**src/rtl/keypad_scanner.sv**
```systemverilog
// keypad_scanner: scans a 4x3 matrix keypad, debounces a single pressed key and
// hands its code to a consumer over a valid/ready handshake.
//
// Ports:
//   clk        - single clock, rising edge
//   rst_n      - asynchronous active-low reset
//   cols[2:0]  - column sense, active-high, asynchronous (bit2 = left column)
//   rows[3:0]  - one-hot row drive, active-high (bit3 = top row)
//   key_valid  - key_code holds a qualified key
//   key_ready  - consumer accepts key_code
//   key_code   - qualified key code
//   key_held   - a qualified key is currently held down
//   overflow   - one-cycle pulse when a qualified press is dropped
module keypad_scanner #(
  parameter int unsigned SCAN_DIV        = 16,
  parameter int unsigned DEBOUNCE_CYCLES = 1000
) (
  input  logic       clk,
  input  logic       rst_n,
  input  logic [2:0] cols,
  output logic [3:0] rows,
  output logic       key_valid,
  input  logic       key_ready,
  output logic [3:0] key_code,
  output logic       key_held,
  output logic       overflow
);

  localparam int unsigned DwW = $clog2(SCAN_DIV);
  localparam int unsigned DbW = $clog2(DEBOUNCE_CYCLES + 1);
  localparam logic [DwW-1:0] DwellLast = DwW'(SCAN_DIV - 1);
  localparam logic [DbW-1:0] DebLast   = DbW'(DEBOUNCE_CYCLES - 1);

  typedef enum logic [1:0] {StScan, StDebounce, StPressed, StRelease} state_e;

  state_e         state_q, state_d;
  logic [2:0]     sync1_q, cs_q;
  logic [3:0]     rows_q, rows_d;
  logic [DwW-1:0] dwell_q, dwell_d;
  logic [DbW-1:0] deb_q, deb_d;
  logic [2:0]     pat_q, pat_d;
  logic           key_valid_q, key_valid_d;
  logic [3:0]     key_code_q, key_code_d;
  logic           overflow_q, overflow_d;

  logic [3:0] rows_next;
  logic       cs_one_hot;
  logic [1:0] row_idx, col_idx;
  logic [3:0] enc;

  // Two-flop synchronizer; nothing downstream looks at raw cols.
  always_ff @(posedge clk or negedge rst_n) begin
    if (!rst_n) begin
      sync1_q <= 3'b000;
      cs_q    <= 3'b000;
    end else begin
      sync1_q <= cols;
      cs_q    <= sync1_q;
    end
  end

  assign rows_next  = {rows_q[0], rows_q[3:1]};
  assign cs_one_hot = (cs_q == 3'b001) || (cs_q == 3'b010) || (cs_q == 3'b100);

  // Key encoding from the frozen row and the captured column pattern.
  always_comb begin
    row_idx = 2'd0;
    col_idx = 2'd0;
    unique case (rows_q)
      4'b1000: row_idx = 2'd0;
      4'b0100: row_idx = 2'd1;
      4'b0010: row_idx = 2'd2;
      4'b0001: row_idx = 2'd3;
      default: row_idx = 2'd0;
    endcase
    unique case (pat_q)
      3'b100:  col_idx = 2'd0;
      3'b010:  col_idx = 2'd1;
      3'b001:  col_idx = 2'd2;
      default: col_idx = 2'd0;
    endcase
    if (row_idx == 2'd3) begin
      unique case (col_idx)
        2'd0:    enc = 4'hA;
        2'd1:    enc = 4'h0;
        default: enc = 4'hB;
      endcase
    end else begin
      enc = ({2'b00, row_idx} * 4'd3) + {2'b00, col_idx} + 4'd1;
    end
  end

  always_comb begin
    state_d     = state_q;
    rows_d      = rows_q;
    dwell_d     = dwell_q;
    deb_d       = deb_q;
    pat_d       = pat_q;
    // An accepted key clears on the next edge unless a new load overrides it.
    key_valid_d = key_valid_q && !key_ready;
    key_code_d  = key_code_q;
    overflow_d  = 1'b0;

    unique case (state_q)
      StScan: begin
        if (dwell_q == DwellLast) begin
          dwell_d = '0;
          if (cs_one_hot) begin
            pat_d   = cs_q;
            deb_d   = '0;
            state_d = StDebounce;
          end else begin
            rows_d = rows_next;
          end
        end else begin
          dwell_d = dwell_q + 1'b1;
        end
      end
      StDebounce: begin
        if (cs_q != pat_q) begin
          state_d = StScan;
          rows_d  = rows_next;
          dwell_d = '0;
          deb_d   = '0;
        end else if (deb_q == DebLast) begin
          deb_d   = '0;
          state_d = StPressed;
        end else begin
          deb_d = deb_q + 1'b1;
        end
      end
      StPressed: begin
        state_d = StRelease;
        deb_d   = '0;
        if (!key_valid_q || key_ready) begin
          key_valid_d = 1'b1;
          key_code_d  = enc;
        end else begin
          overflow_d = 1'b1;
        end
      end
      StRelease: begin
        if (cs_q != 3'b000) begin
          deb_d = '0;
        end else if (deb_q == DebLast) begin
          state_d = StScan;
          rows_d  = rows_next;
          dwell_d = '0;
          deb_d   = '0;
        end else begin
          deb_d = deb_q + 1'b1;
        end
      end
      default: state_d = StScan;
    endcase
  end

  always_ff @(posedge clk or negedge rst_n) begin
    if (!rst_n) begin
      state_q     <= StScan;
      rows_q      <= 4'b1000;
      dwell_q     <= '0;
      deb_q       <= '0;
      pat_q       <= 3'b000;
      key_valid_q <= 1'b0;
      key_code_q  <= 4'hF;
      overflow_q  <= 1'b0;
    end else begin
      state_q     <= state_d;
      rows_q      <= rows_d;
      dwell_q     <= dwell_d;
      deb_q       <= deb_d;
      pat_q       <= pat_d;
      key_valid_q <= key_valid_d;
      key_code_q  <= key_code_d;
      overflow_q  <= overflow_d;
    end
  end

  assign rows      = rows_q;
  assign key_valid = key_valid_q;
  assign key_code  = key_code_q;
  assign overflow  = overflow_q;
  assign key_held  = (state_q == StPressed) || (state_q == StRelease);

endmodule

```
**config.mk**
```make
export PLATFORM = sky130hd
export DESIGN_NAME = keypad_scanner
export DESIGN_NICKNAME = d
export VERILOG_FILES = /design/src/rtl/keypad_scanner.sv
export SDC_FILE = /design/constraint.sdc
export NUM_CORES = 1
export LEC_CHECK = 0
export BUFFER_PORTS_ARGS = -buffer_cell sky130_fd_sc_hd__clkbuf_2
export CAP_MARGIN = 25
export CORE_AREA = 2 2 62 64
export CTS_BUF_LIST = sky130_fd_sc_hd__clkbuf_4
export CTS_CLUSTER_SIZE = 25
export DETAILED_ROUTE_END_ITERATION = 12
export DIE_AREA = 0 0 64 66
export PLACE_DENSITY = 0.72
export SYNTH_ARGS = -nofsm -noshare
export SYNTH_HDL_FRONTEND = slang
export SYNTH_SLANG_ARGS = --single-unit
```
**constraint.sdc**
```tcl
create_clock -name clk -period 2.48 [get_ports clk]
set_input_delay 0.496 -clock clk [delete_from_list [all_inputs] [get_ports clk]]
set_output_delay 0.496 -clock clk [all_outputs]
set_load 0.01 [all_outputs]
```
==> impl_metrics.json, run 1 <==
{
  "outcome": "finished clean",
  "drt_first_iter_violations": 57,
  "fmax_mhz": 419.0,
  "vdd_ir_drop_max_mv": 0.4286,
  "vias": 1369,
  "route.detailed.drc": 0,
  "place_inst": 240,
  "cts-root-buf": "clkbuf_4",
  "final_core_util": 0.5856,
  "hold_viol_final": 0,
  "startpoint": "rows[0]",
  "hpwlAfterDp_mm": 2.460,
  "grt_pass1_vias": 1356,
  "hp-class": "in2async",
  "syn_to_final_growth_pct": 11.77,
  "synth_warnings": 0,
  "synth_top_cell_area_share": 0.4035,
  "swShare": 0.3482,
  "wire_per_inst_um": 13.40,
  "postRouteAntennaNets": 0,
  "ys_seq_area_frac": 0.4741,
  "drive_gt1_frac": 0.2463,
  "dieArea_um2": 4224,
  "p_int_w": 0.0009593,
  "ys_types": 46,
  "switchingPower_w": 0.0005124,
  "pwr_density_cell_nw_per_um2": 707.8,
  "place_congestion": 0.8784,
  "async_reset_ff_frac": 1.000,
  "layout_common_cells": "28 x dfrtp_1, 24 x nand2_1, 18 x o21ai_0",
  "ios": 17,
  "layout_commonest_cell": "dfrtp_1",
  "cts_tree": "yes",
  "syn_nets": 192,
  "hold_buffers": 0,
  "core-area_um2": 3551,
  "netlist_area_um2": 1861,
  "power_w": 0.001472,
  "fin_crit_ps": 2386,
  "die_w_um": 64,
  "syn_inst": 178,
  "relSlewSlack": 0.4345,
  "vias_per_cell": 5.454,
  "cap_viol_max_count": 0,
  "yosys-top-cells-area": "dfrtp_1 40%, dfstp_2 7.1%, o21ai_0 5.1%, nand2_1 4.8%, ha_1 4.0%",
  "finalWirelength_mm": 3.364,
  "clockPowerShare": 0.200,
  "clock_sink_count": 35,
  "stdcell_count": 251,
  "diodes": 0,
  "p_leak_nw": 0.9470,
  "path_max_fanout": 3,
  "period_share": 0.9623,
  "clk_path_buf_depth": 2,
  "avgSynthCellArea_um2": 10.45,
  "synth_top_cell_by_area": "dfrtp_1",
  "groute.usage.overall": 0.1852,
  "synth-main-ff-cell": "dfrtp_1",
  "rsz0062_at_grt": "yes",
  "grt_pass1_wl_mm": 5.851,
  "cp.required_ps": 2730,
  "cts_max_level": 2,
  "insertion_delay_ps": 340,
  "skew_ps": 9.548,
  "fillers": 324,
  "tritoncts.num_buffers": 5,
  "globalRoute.totalOverflow": 0,
  "setup-violations-final": 0,
  "seq_power_share": 0.503,
  "die_y_um": 66,
  "antenna_found_initial": 0,
  "fin_nets": 216,
  "endpoint_kind": "register",
  "cts.clk_slew.worst_paths_ps": 100,
  "first_pass_iters": 4,
  "portBuffers": 16,
  "start_kind": "register",
  "drv_slew": 0,
  "critPathKind": "reg2reg",
  "worst_pin_slew_ps": 848.2,
  "worstReg2RegStart": "rows[0]",
  "rows": 22,
  "power_frac_comb": 0.297,
  "initial_core_util": 0.5240,
  "critPathArrivalTime_ps": 2640,
  "synth-seq-cells": 35,
  "grt_max_degree": 36,
  "synth-edff-count": 0
}
==> kinds of logic (layout without fill, tap and decap cells) <==
family / Yosys count / in the layout / share of synthesized area
AOI/OAI and AO/OA: 43 / 43 / 0.1540
xor gates and xnor gates: 9 / 9 / 0.04237
adders and majority gates: 8 / 8 / 0.06187
buffers and inverters: 11 / 36 / 0.02623
DFF: 35 / 35 / 0.4741
muxes: 8 / 8 / 0.05582
and+or+nand+nor: 64 / 64 / 0.1856
==> routing by layer <==
| metal | wire [um] | share of wire | up-vias | global-route usage |
|---|---|---|---|---|
| li1 | - | - | 683 | - |
| met1 | 1511 | 0.45 | 659 | 0.2080 |
| met2 | 1679 | 0.50 | 22 | 0.3203 |
| met3 | 98 | 0.029 | 5 | 0.04089 |
| met4 | 74 | 0.022 | 0 | 0.1141 |
| met5 | 0 | 0 | - | 0 |
==> sequential cells by signal, summed over array words and instances (netlist names), named ones only <==
name and flops:
cs_q 3, deb_q 10, dwell_q 4, key_code 4, key_valid 1, overflow 1, pat_q 3, rows 4
state_q 1, sync1_q 3
==> worst max-delay path, stage by stage (launching register included) <==
cell     delay (ps)
dfrtp_2         440
xnor2_1         130
or3_4           340
fa_1            530
inv_1            60
fa_1            440
xnor2_1         140
o31ai_1         220
==> final cells by class <==
type | instances | area [um2] | area share
tap | 48 | 60.06 | 0.02888
multi-input combinational | 132 | 938.4 | 0.4513
sequential | 35 | 884.6 | 0.4254
inverter | 7 | 26.28 | 0.01264
timing repair buffer | 21 | 117.6 | 0.05656
clock buffer | 6 | 45.04 | 0.02166
clock inverter | 2 | 7.507 | 0.003610
==> power by group through the flow <==
stage | combinational (W) | sequential (W) | clock, W
2_1_floorplan | 0.000338 | 0.000728 | 0
3_3_place_gp | 0.000407 | 0.000744 | 0
3_5_place_dp | 0.000437 | 0.000752 | 0
4_1_cts | 0.000438 | 0.000740 | 0.000313
5_1_grt | 0.000500 | 0.000758 | 0.000341
6_report | 0.000437 | 0.000740 | 0.000295
==> through the flow <==
stage	hold WS [ps]	TNS, ps	instance area [um2]	worst slack (ps)
2_1_floorplan	200.4	0	1861	133.3
3_3_place_gp	331.7	0	1993	142.2
3_5_place_dp	337.0	0	1993	31.30
4_1_cts	234.4	0	2046	14.98
5_1_grt	220.9	-4.233	2079	-4.233
6_report	243.8	0	2079	93.59
==> Yosys cell counts (2+ instances only) <==
cell,n
mux2_2,3
a21oi_1,6
dfrtp_1,30
nor3_1,2
o21ai_0,19
or3_1,3
nand2_1,24
nor2_1,8
nor2b_1,3
nand3_1,6
nand2b_1,3
and2_1,2
dfstp_2,5
a31oi_1,2
and4_1,2
o21a_1,2
inv_1,7
clkbuf_1,3
and3_1,3
xnor2_1,8
ha_1,6
o31ai_1,2
mux2_4,4
fa_1,2
nor3b_1,2
==> final timing paths <==
| check | endpoint | slack [ps] | cells after the start |
|---|---|---|---|
| setup reg to reg | key_code[2] | 90 | 7 |
| hold reg to reg | cs_q[0] | 360 | 0 |
| max in group asynchronous | rows[1] | 1640 | 1 |
| min in group clk | sync1_q[1] | 260 | 1 |
| setup / recovery | key_code[2] | 90 | 7 |
| hold / removal | dwell_q[1] | 240 | 1 |
==> what timing repair did <==
action | 4_1_cts | 5_1_grt
buffers inserted | 0 | 3
endpoints found under the setup margin | 0 | 3
hold endpoints to repair | 0 | 0
resized for setup | 0 | 5
Power figures use the tool's default switching activity.
==> inputs of run 2 (changes only) <==
--- a/config.mk
+++ b/config.mk
@@ -11,3 +11,4 @@
 export CTS_BUF_LIST = sky130_fd_sc_hd__clkbuf_4
-export CTS_CLUSTER_SIZE = 25
+export CTS_CLUSTER_DIAMETER = 50
+export CTS_CLUSTER_SIZE = 24
 export DETAILED_ROUTE_END_ITERATION = 12
--- a/constraint.sdc
+++ b/constraint.sdc
@@ -3,2 +3,2 @@
 set_output_delay 0.496 -clock clk [all_outputs]
-set_load 0.01 [all_outputs]
+set_load 0.1 [all_outputs]
==> impl_metrics.json, run 2 (same netlist as run 1, synthesis figures left out) <==
{
  "portBuffers": 16,
  "fmax_mhz": 418.4,
  "power_frac_comb": 0.304,
  "wire_per_inst_um": 13.39,
  "die_w_um": 64,
  "clock_sink_count": 35,
  "rsz0062_at_grt": "yes",
  "tritoncts.num_buffers": 5,
  "ios": 17,
  "worst_pin_slew_ps": 828.8,
  "worstPathCellList": "xnor2_2 > or3_4 > fa_1 > inv_2 > fa_2 > xnor2_1 > o31ai_1",
  "relSlewSlack": 0.4475,
  "drt_first_iter_violations": 84,
  "cap_viol_max_count": 0,
  "p_int_w": 0.0009728,
  "critPathKind": "reg2reg",
  "dieArea_um2": 4224,
  "period_share": 0.9638,
  "outcome": "finished clean",
  "pwr_density_cell_nw_per_um2": 714.1,
  "place_inst": 240,
  "cts_tree": "yes",
  "clk_path_buf_depth": 2,
  "insertion_delay_ps": 340,
  "cp.required_ps": 2740,
  "first_pass_iters": 4,
  "slowest_stage": "fa_1",
  "dpl_worst_slack_ps": 67.83,
  "drv_slew": 0,
  "vias_per_cell": 5.528,
  "swShare": 0.3542,
  "vias": 1382,
  "grt_pass1_vias": 1453,
  "p_leak_nw": 0.9386,
  "hold_buffers": 0,
  "place_congestion": 0.8457,
  "setup_ws_ps": 89.70,
  "seq_power_share": 0.493,
  "initial_core_util": 0.5240,
  "fin_crit_ps": 2390,
  "diodes": 0,
  "postRouteAntennaNets": 0,
  "route.detailed.drc": 0,
  "top_register": "deb_q",
  "reg2reg_slack_ps": 90,
  "hold_viol_final": 0,
  "skew_ps": 5.825,
  "tns_ps": 0,
  "drive_gt1_frac": 0.2772,
  "cts_max_level": 2,
  "grt_pass1_wl_mm": 6.051,
  "critPathArrivalTime_ps": 2650,
  "syn_to_final_growth_pct": 13.38,
  "layout_commonest_cell": "dfrtp_1",
  "layout_common_cells": "27 x dfrtp_1, 24 x nand2_1, 16 x o21ai_0, 16 x clkbuf_2, 8 x nor2_1",
  "groute.usage.overall": 0.1849,
  "rows": 22,
  "vdd_ir_drop_max_mv": 0.3308,
  "stdcell_count": 250,
  "grt_max_degree": 36,
  "largest_register_ff_count": 10,
  "die_y_um": 66,
  "hp-class": "in2async",
  "setup-violations-final": 0,
  "start_kind": "register",
  "switchingPower_w": 0.0005336,
  "globalRoute.totalOverflow": 0,
  "path_max_fanout": 4,
  "hpwlAfterDp_mm": 2.543,
  "clockPowerShare": 0.203,
  "core-area_um2": 3551,
  "cts-root-buf": "clkbuf_4",
  "fin_nets": 215,
  "finalWirelength_mm": 3.348,
  "antenna_found_initial": 0,
  "max_stage_delay_ps": 530,
  "cts.clk_slew.worst_paths_ps": 100,
  "endpoint_kind": "register",
  "final_core_util": 0.5941
}
run 2: cell types whose count changed in the layout (fill, tap and decap cells not counted), sizes merged:
cell,change
buf,-1
run 2: layout make-up:
| cell class | instances | area (um2) |
|---|---|---|
| fillers | 308 | 1441 |
| multi-input cells | 132 | 965.9 |
| flip-flops and latches | 35 | 893.4 |
| repair buffers | 20 | 110.1 |
| well taps | 48 | 60.06 |
| clock buffers | 6 | 45.04 |
| inverters | 7 | 26.28 |
| clock inverters | 2 | 8.758 |
run 2: power by group through the flow:
| stage | Combinational [W] | Sequential, W | Clock [W] |
|---|---|---|---|
| finish | 0.000458 | 0.000743 | 0.000306 |
| global route | 0.000529 | 0.000760 | 0.000345 |
| CTS | 0.000447 | 0.000741 | 0.000318 |
| detailed placement | 0.000446 | 0.000753 | 0 |
| global placement | 0.000415 | 0.000744 | 0 |
| floorplan | 0.000346 | 0.000728 | 0 |
run 2: path summary, 6_finish.rpt:
path | startpoint | cells after the start | to
hold reg to reg | sync1_q[1] | 0 | cs_q[1]
max in group asynchronous | rst_n | 1 | rows[1]
setup / recovery | rows[1] | 7 | key_code[2]
min in group clk | cols[1] | 1 | sync1_q[1]
hold / removal | rst_n | 1 | state_q[0]
setup reg to reg | rows[1] | 7 | key_code[2]
run 2: timing repair:
item / CTS / global route
gates resized for setup: 0 / 5
endpoints found under the setup margin: 0 / 3
buffers inserted: 0 / 2
run 2: layer usage:
metal  vias up  global-route usage  part of all wire
met4         0             0.07337             0.014
met3         6             0.04940             0.042
li1        682                   -                 -
met1       664              0.2069              0.44
met5         -                   0                 0
met2        30              0.3333              0.50
run 2: critical path: cells and delay by family (launching register included):
kind | cells | cell delay (ps)
adder cells (fa/ha/maj) | 2 | 860
flip-flops | 1 | 520
AND/OR/NAND/NOR | 1 | 390
XOR/XNOR | 2 | 280
AO/OA/AOI/OAI | 1 | 200
buffers and inverters | 1 | 60
run 2: per-stage QoR:
step	total power [W]	cell area (um2)	hold WS, ps
3_3_place_gp	0.001159	2012	331.1
5_1_grt	0.001634	2110	222.5
6_report	0.001506	2110	231.4
2_1_floorplan	0.001074	1879	200.4
4_1_cts	0.001507	2066	243.0
3_5_place_dp	0.001199	2012	341.6
==> inputs of run 3 (changes only) <==
CELL_PAD_IN_SITES_DETAIL_PLACEMENT = 0   (was not set)
CELL_PAD_IN_SITES_GLOBAL_PLACEMENT = 1   (was not set)
CORE_AREA = 2 2 66 68   (was 2 2 62 64)
DIE_AREA = 0 0 68 70   (was 0 0 64 66)
PLACE_DENSITY = not set   (was 0.72)
PLACE_DENSITY_LB_ADDON = 0.1   (was not set)
==> impl_metrics.json, run 3 (same netlist as run 1, synthesis figures left out) <==
{
  "die_w_um": 68,
  "diodes": 0,
  "fin_nets": 216,
  "clock_sink_count": 35,
  "outcome": "finished clean",
  "vdd_ir_drop_max_mv": 0.3858,
  "syn_to_final_growth_pct": 16.21,
  "hold_viol_final": 0,
  "cts.clk_slew.worst_paths_ps": 120,
  "largest_register_ff_count": 10,
  "grt_pass1_wl_mm": 5.989,
  "cts-root-buf": "clkbuf_4",
  "period_share": 0.9679,
  "fmax_mhz": 416.6,
  "grt_pass1_vias": 1334,
  "portBuffers": 16,
  "ios": 17,
  "dieArea_um2": 4760,
  "setup-violations-final": 0,
  "rows": 24,
  "die_y_um": 70,
  "first_pass_iters": 4,
  "drt_first_iter_violations": 41,
  "route.detailed.drc": 0,
  "grt_max_degree": 36,
  "hold_buffers": 0,
  "hpwlAfterDp_mm": 2.481,
  "skew_ps": 14.31,
  "pwr_density_cell_nw_per_um2": 745.9,
  "postRouteAntennaNets": 0,
  "cts_tree": "yes",
  "seq_power_share": 0.459,
  "vias": 1349,
  "core-area_um2": 4144,
  "path_max_fanout": 4,
  "rsz0062_at_grt": "yes",
  "critPathArrivalTime_ps": 2690,
  "tritoncts.num_buffers": 5,
  "clockPowerShare": 0.257,
  "top_register": "deb_q",
  "drv_slew": 0,
  "layout_common_cells": "27 x dfrtp_1, 24 x nand2_1, 16 x o21ai_0, 16 x clkbuf_2, 8 x nor2_1",
  "fillers": 393,
  "initial_core_util": 0.4490,
  "layout_commonest_cell": "dfrtp_1",
  "p_int_w": 0.001070,
  "place_congestion": 0.7994,
  "finalWirelength_mm": 3.459,
  "power_frac_comb": 0.284,
  "fin_crit_ps": 2400,
  "cap_viol_max_count": 0,
  "hp-class": "in2async",
  "globalRoute.totalOverflow": 0,
  "swShare": 0.3366,
  "clk_path_buf_depth": 2,
  "critPathKind": "reg2reg",
  "cp.required_ps": 2770,
  "insertion_delay_ps": 350,
  "vias_per_cell": 5.290,
  "cts_max_level": 2,
  "worst_pin_slew_ps": 866.0,
  "switchingPower_w": 0.0005428,
  "tns_ps": 0,
  "p_leak_nw": 0.9589,
  "antenna_found_initial": 0,
  "drive_gt1_frac": 0.2956,
  "final_core_util": 0.5217,
  "wire_per_inst_um": 13.56,
  "endpoint_kind": "register",
  "relSlewSlack": 0.4227,
  "groute.usage.overall": 0.1639,
  "start_kind": "register"
}
==> run 3: cell types whose count changed in the layout (fill, tap and decap cells not counted), sizes merged <==
cell | before | now
bufinv | 0 | 1
clkbuf | 22 | 21
buf | 4 | 5
==> run 3: timing repair <==
action / 4_1_cts / 5_1_grt
endpoints found under the hold margin: 0 / 0
gates resized for setup: 0 / 7
setup buffers: 0 / 3
setup endpoints to repair: 0 / 3
==> run 3: worst max-delay path, stage by stage (launching register included) <==
cell,delay (ps)
dfrtp_4,520
xnor2_2,140
or3_4,390
fa_1,520
inv_2,60
ha_4,210
a21oi_2,120
nor2b_1,50
o31ai_1,220
o21ai_1,100
==> run 3: path summary, 6_finish.rpt <==
kind                                    end  slack (ps)       start  cells after the start
worst max-delay path            key_code[3]          80     rows[0]                      9
worst min-delay path               overflow         230       rst_n                      1
worst max register to register  key_code[3]          80     rows[0]                      9
worst min register to register      cs_q[1]         360  sync1_q[1]                      0
max in group asynchronous           rows[1]        1600       rst_n                      1
min in group clk                 sync1_q[0]         250     cols[0]                      1
==> run 3: power groups by stage <==
| stage | logic (W) | registers, W | clock network [W] |
|---|---|---|---|
| finish | 0.000458 | 0.000740 | 0.000415 |
| global placement | 0.000426 | 0.000747 | 0 |
| detailed placement | 0.000440 | 0.000751 | 0 |
| floorplan | 0.000346 | 0.000728 | 0 |
| global route | 0.000523 | 0.000755 | 0.000455 |
| CTS | 0.000441 | 0.000740 | 0.000429 |
==> run 3: layout make-up <==
class / instances / area, um2 / share of cell area
flip-flops and latches: 35 / 893.4 / 0.4132
clock inverters: 3 / 43.79 / 0.02025
inverters: 7 / 26.28 / 0.01215
repair buffers: 21 / 117.6 / 0.05440
clock buffers: 5 / 37.54 / 0.01736
multi-input cells: 132 / 978.4 / 0.4525
well taps: 52 / 65.06 / 0.03009
==> run 3: metal layers <==
metal,vias up,part of all wire,GRT usage
met3,4,0.036,0.04831
met2,19,0.49,0.2503
met1,643,0.47,0.2243
li1,683,-,-
met5,-,0,0
met4,0,0.0090,0.04667
==> run 3: stage by stage <==
| step | instances | hold slack, ps | area [um2] | worst slack, ps | power [W] |
|---|---|---|---|---|---|
| 5_1_grt | 255 | 231.8 | 2162 | -40.58 | 0.001733 |
| 3_3_place_gp | 244 | 335.0 | 2017 | 139.1 | 0.001173 |
| 2_1_floorplan | 178 | 200.4 | 1879 | 3.831 | 0.001074 |
| 4_1_cts | 252 | 235.3 | 2098 | 41.11 | 0.001610 |
| 6_report | 255 | 233.8 | 2162 | 79.55 | 0.001613 |
| 3_5_place_dp | 244 | 342.0 | 2017 | 51.33 | 0.001190 |
